## src/rtl/sevenseg_scan_driver.sv

```systemverilog
// Four-digit common-anode multiplexed 7-segment driver. It adds guard blanking,
// frame-synchronous input shadowing, leading-zero blanking, a fixed decimal point and flashing.
module sevenseg_scan_driver #(
    parameter int unsigned DIGIT_TICKS  = 100000,
    parameter int unsigned GUARD        = 16,
    parameter int unsigned DP_POS       = 2,
    parameter int unsigned BLINK_FRAMES = 128
) (
    input  logic       clk,
    input  logic       reset_n,
    input  logic [3:0] d0,
    input  logic [3:0] d1,
    input  logic [3:0] d2,
    input  logic [3:0] d3,
    input  logic       blank_en,
    input  logic       flash,
    output logic [3:0] an,
    output logic [6:0] seg,
    output logic       dp,
    output logic       frame_sync
);

    localparam int unsigned PW = (DIGIT_TICKS > 1)  ? $clog2(DIGIT_TICKS)  : 1;
    localparam int unsigned BW = (BLINK_FRAMES > 1) ? $clog2(BLINK_FRAMES) : 1;

    logic [PW-1:0]   pre;
    logic [1:0]      idx;
    logic [3:0][3:0] shadow;
    logic [BW-1:0]   blink_cnt;
    logic            phase_on;

    logic       load;
    logic       guard;
    logic       dark;
    logic       blanked;
    logic [3:0] lz;
    logic [3:0] an_nx;
    logic [6:0] seg_nx;
    logic       dp_nx;

    function automatic logic [6:0] enc(input logic [3:0] v);
        case (v)
            4'd0:    enc = 7'b1000000;
            4'd1:    enc = 7'b1111001;
            4'd2:    enc = 7'b0100100;
            4'd3:    enc = 7'b0110000;
            4'd4:    enc = 7'b0011001;
            4'd5:    enc = 7'b0010010;
            4'd6:    enc = 7'b0000010;
            4'd7:    enc = 7'b1111000;
            4'd8:    enc = 7'b0000000;
            4'd9:    enc = 7'b0010000;
            default: enc = 7'b0111111;
        endcase
    endfunction

    always_comb begin
        load  = (pre == '0) && (idx == 2'd0);
        guard = pre < PW'(GUARD);
        // flash only darkens while it is still asserted, so dropping it takes effect at once
        dark  = flash && !phase_on;

        lz[3] = (shadow[3] == 4'd0);
        lz[2] = lz[3] && (shadow[2] == 4'd0);
        lz[1] = lz[2] && (shadow[1] == 4'd0);
        lz[0] = lz[1] && (shadow[0] == 4'd0);
        blanked = blank_en && (32'(idx) > DP_POS) && lz[idx];

        an_nx  = '1;
        seg_nx = '1;
        dp_nx  = 1'b1;
        if (!guard) begin
            if (!blanked) begin
                an_nx[idx] = 1'b0;
                seg_nx     = enc(shadow[idx]);
            end
            dp_nx = !(32'(idx) == DP_POS);
        end
        if (dark) begin
            an_nx = '1;
            dp_nx = 1'b1;
        end
    end

    always_ff @(posedge clk) begin
        if (!reset_n) begin
            pre        <= '0;
            idx        <= 2'd0;
            shadow     <= '0;
            blink_cnt  <= '0;
            phase_on   <= 1'b1;
            an         <= '1;
            seg        <= '1;
            dp         <= 1'b1;
            frame_sync <= 1'b0;
        end else begin
            frame_sync <= load;
            if (pre == PW'(DIGIT_TICKS - 1)) begin
                pre <= '0;
                idx <= idx + 2'd1;
            end else begin
                pre <= pre + PW'(1);
            end

            if (load) begin
                shadow <= {d3, d2, d1, d0};
            end

            if (!flash) begin
                blink_cnt <= '0;
                phase_on  <= 1'b1;
            end else if (load) begin
                if (blink_cnt == BW'(BLINK_FRAMES - 1)) begin
                    blink_cnt <= '0;
                    phase_on  <= !phase_on;
                end else begin
                    blink_cnt <= blink_cnt + BW'(1);
                end
            end

            an  <= an_nx;
            seg <= seg_nx;
            dp  <= dp_nx;
        end
    end

endmodule
```

## config.mk

```make
export PLATFORM = sky130hd
export DESIGN_NAME = sevenseg_scan_driver
export DESIGN_NICKNAME = d
export VERILOG_FILES = /design/src/rtl/sevenseg_scan_driver.sv
export SDC_FILE = /design/constraint.sdc
export NUM_CORES = 1
export LEC_CHECK = 0
export BUFFER_PORTS_ARGS = -buffer_cell sky130_fd_sc_hd__buf_2
export CORE_UTILIZATION = 52
export CTS_CLUSTER_DIAMETER = 80
export DETAILED_ROUTE_END_ITERATION = 16
export HOLD_SLACK_MARGIN = 0.02
export PLACE_DENSITY_LB_ADDON = 0.08
export SLEW_MARGIN = 0
export SYNTH_ARGS = -nofsm -noshare
export SYNTH_HDL_FRONTEND = slang
export SYNTH_SLANG_ARGS = --single-unit
```

## constraint.sdc

```tcl
create_clock -name clk -period 2.1 [get_ports clk]
set_input_delay 0.315 -clock clk [delete_from_list [all_inputs] [get_ports clk]]
set_output_delay 0.315 -clock clk [all_outputs]
set_load 0.05 [all_outputs]
```

==> results.txt <==
Hold Crit Class = in2reg
First-pass GRT wire length = 9673 um
Number of synthesized flops with an enable pin = 0
Worst flop-to-flop path startpoint = pre[8]
Net Count, Synth = 335
Final setup fails = 0
Worst-margin pin slew = 742.8 ps
Synthesis-stage register bit count = 56
RSZ-0062 raised after global routing = true
Num CTS Buffers = 5
Clock Latency Late Sink = 310 ps
Post-layout util = 66.96%
Final Hold Fails = 0
Reg2reg end = phase_on
Ys flop type = dfxtp_1
Pre-antenna DRT Iters = 4
Setup CP Type = reg2reg
Worst-path clk slew = 100 ps
Req. time, crit path = 2360 ps
CP max FO = 6
Clk_skew = 10.96 ps
GR Util All Layers = 23.44%
Syn_area_per_cell = 8.746 um^2
Initial antenna violation count = 0
Site Rows = 25
Final period util = 98.61%
Port buffer count = 32
Final wirelength = 5858 um
Slew Limit Fails = 0
Die area = 5385 um^2
Share of the yosys chip area belonging to registers = 42.30%
Hold Path Origin = d2[2]
Post-route DRC = 0
Synthesis warning total = 0
Synth cell types = 44
Worst R2R Setup Slack = 30 ps
Congestion Overflow GR = 0
Post-Syn Instances = 303
Nets@finish = 384
Max-Cap Viols = 0
Vias = 2379
Tmin final = 2071 ps
Fmax = 0.4829 GHz
CTS root buf = clkbuf_8
WHS Path Cells = 3
Endpoint class of the critical path = flop
Gpl congestion = 0.8454
Area growth syn-to-layout = 21.72%
Status = complete, no violations
Post-DP HPWL = 4294 um
Die height = 73.39 um
CTS tree = done
Core Region = 4817 um^2
Power Density = 649.1 nW/um^2
Startpoint types = flop
Starting Density = 55.01%
Die span in x = 73.39 um
Final ANT Viol Nets = 0
Boundary Pins = 33
WHS Endpoint = shadow[10]
H-tree levels = 2
Vias in the first global route = 2093
Cell area after synthesis = 2650 um^2
Layout cells sized above 1 = 25.50%
ANT cells = 0
Max VDD drop = 389.7 uV
DRT iter0 DRCs = 87
R2R depth = 4
Clk sink count = 56
Relative slew slack = 50.43%
Dpl ws = -96.76 ps
CP arrival = 2330 ps
Asr flop ratio synth = 0%
Vias per cell = 5.664
Largest net degree at the start of global routing = 26
Leakage power = 1.244 nW
CTS max path bufs = 2
Cts hold-fix bufs = 0
Setup WS post-layout = 29.23 ps
Wire per inst = 13.95 um
-- stage by stage --
step	hold slack, ps	instances	cell area [um^2]	setup TNS, ps	total power [mW]
CTS	235.4	420	3196	0	2.099
global placement	440.7	411	3062	-128.4	1.400
global route	236.5	420	3226	-11.99	2.187
finish	239.7	420	3226	0	2.094
floorplan	425.8	303	2661	-67.77	1.320
detailed placement	458.3	411	3062	-213.0	1.408
-- report_power, final --
part	total, mW	leakage (nW)	switching [mW]	internal (mW)
clock network	0.703	0.0541	0.350	0.353
logic	0.261	0.733	0.149	0.112
registers	1.13	0.457	0.0316	1.10
total	2.09	1.24	0.530	1.56
-- layer usage --
metal | wire, um | part of all wire, % | global-route usage (%)
met2 | 2582 | 44 | 36.01
met1 | 2966 | 51 | 33.30
met5 | 0 | 0 | 0
met3 | 229 | 3.9 | 4.527
met4 | 79 | 1.3 | 7.265
-- flip-flops by register name (all words and copies together), names as in the netlist --
register / count
an: 4
blink_cnt: 7
dp: 1
frame_sync: 1
idx: 2
phase_on: 1
pre: 17
seg: 7
shadow: 16
-- worst max path at each step --
stage	startpoint	to	slack (ps)
after floorplan	pre[16]	blink_cnt[4]	-70
after global placement	pre[16]	blink_cnt[4]	-80
after detailed placement	pre[16]	blink_cnt[4]	-100
after CTS	pre[8]	phase_on	6
after global routing	pre[8]	pre[16]	-10
final	pre[8]	phase_on	30
-- layout make-up --
class	count	area, um^2
clock buffer	5	68.82
clock inverter	3	42.54
fill	421	1592
inverter	14	52.55
multi-input combinational	215	1459
sequential	56	1125
tap	67	83.83
timing repair buffer	60	394.1
-- worst max-delay path, cell delays in order, from the launching register on --
cell and delay (ps):
dfxtp_2 330, or4_4 550, or4_4 540, or4_1 520, nand3_1 70
-- synth_stat cells, types with 2 or more instances --
cell type  instances  share of area (%)
o21ai_0           25                4.7
xor2_1             6                2.0
ha_1              12                5.7
a21oi_1           30                5.7
nor2_1            18                2.5
nand3_1           30                5.7
nand2_1           10                1.4
buf_2              2               0.38
nor3_1             4               0.76
o31ai_1            4                1.1
and2_1             3               0.71
nand4_1           12                2.8
o21a_1             2               0.57
clkbuf_1          15                2.1
mux2i_1            2               0.76
mux4_2             4                3.4
a41o_1             2               0.76
xnor2_1            3               0.99
or3_1              8                1.9
dfxtp_1           56                 42
nor4_1             5                1.2
or4_1              7                2.0
inv_1             14                2.0
o211ai_1           5                1.4
or2_2              3               0.71
and3_1             3               0.71
-- placed cells by master, fill, tap and decap left out, types with 2 or more instances in the layout --
| cell type | netlist | layout |
|---|---|---|
| or2_2 | 3 | 3 |
| o21a_1 | 2 | 2 |
| mux4_2 | 4 | 4 |
| nand4_1 | 12 | 12 |
| or4_1 | 7 | 4 |
| buf_2 | 2 | 32 |
| nor4_1 | 5 | 5 |
| or4_4 | 1 | 4 |
| and3_1 | 3 | 3 |
| o21ai_0 | 25 | 24 |
| ha_1 | 12 | 12 |
| a21oi_1 | 30 | 30 |
| o31ai_1 | 4 | 3 |
| a41o_1 | 2 | 2 |
| nor2_1 | 18 | 18 |
| dfxtp_1 | 56 | 53 |
| xor2_1 | 6 | 6 |
| or3_1 | 8 | 8 |
| nand3_1 | 30 | 30 |
| mux2i_1 | 2 | 2 |
| inv_1 | 14 | 14 |
| xnor2_1 | 3 | 3 |
| buf_4 | 0 | 24 |
| nor3_1 | 4 | 2 |
| and2_1 | 3 | 3 |
| dfxtp_2 | 0 | 3 |
| nand2_1 | 10 | 10 |
| o211ai_1 | 5 | 5 |
| clkbuf_8 | 0 | 5 |
| buf_6 | 0 | 3 |
-- what timing repair did --
item / 4_1_cts / 5_1_grt
pin swaps: 3 / 1
buffers inserted: 1 / 0
endpoints found under the setup margin: 9 / 23
gates resized for setup: 5 / 7
-- cells by family (layout without fill, tap and decap cells) --
logic type               Yosys count  count (layout)  synth area share, %
multiplexers                       7               7                4.580
buffers and inverters             32              82                4.627
XOR/XNOR                           9               9                2.975
adder cells (fa/ha/maj)           12              12                5.666
AND/OR/NAND/NOR                  110             110                22.71
flip-flops                        56              56                42.30
AO/OA/AOI/OAI                     77              77                17.14
(Power assumes the default switching activity.)
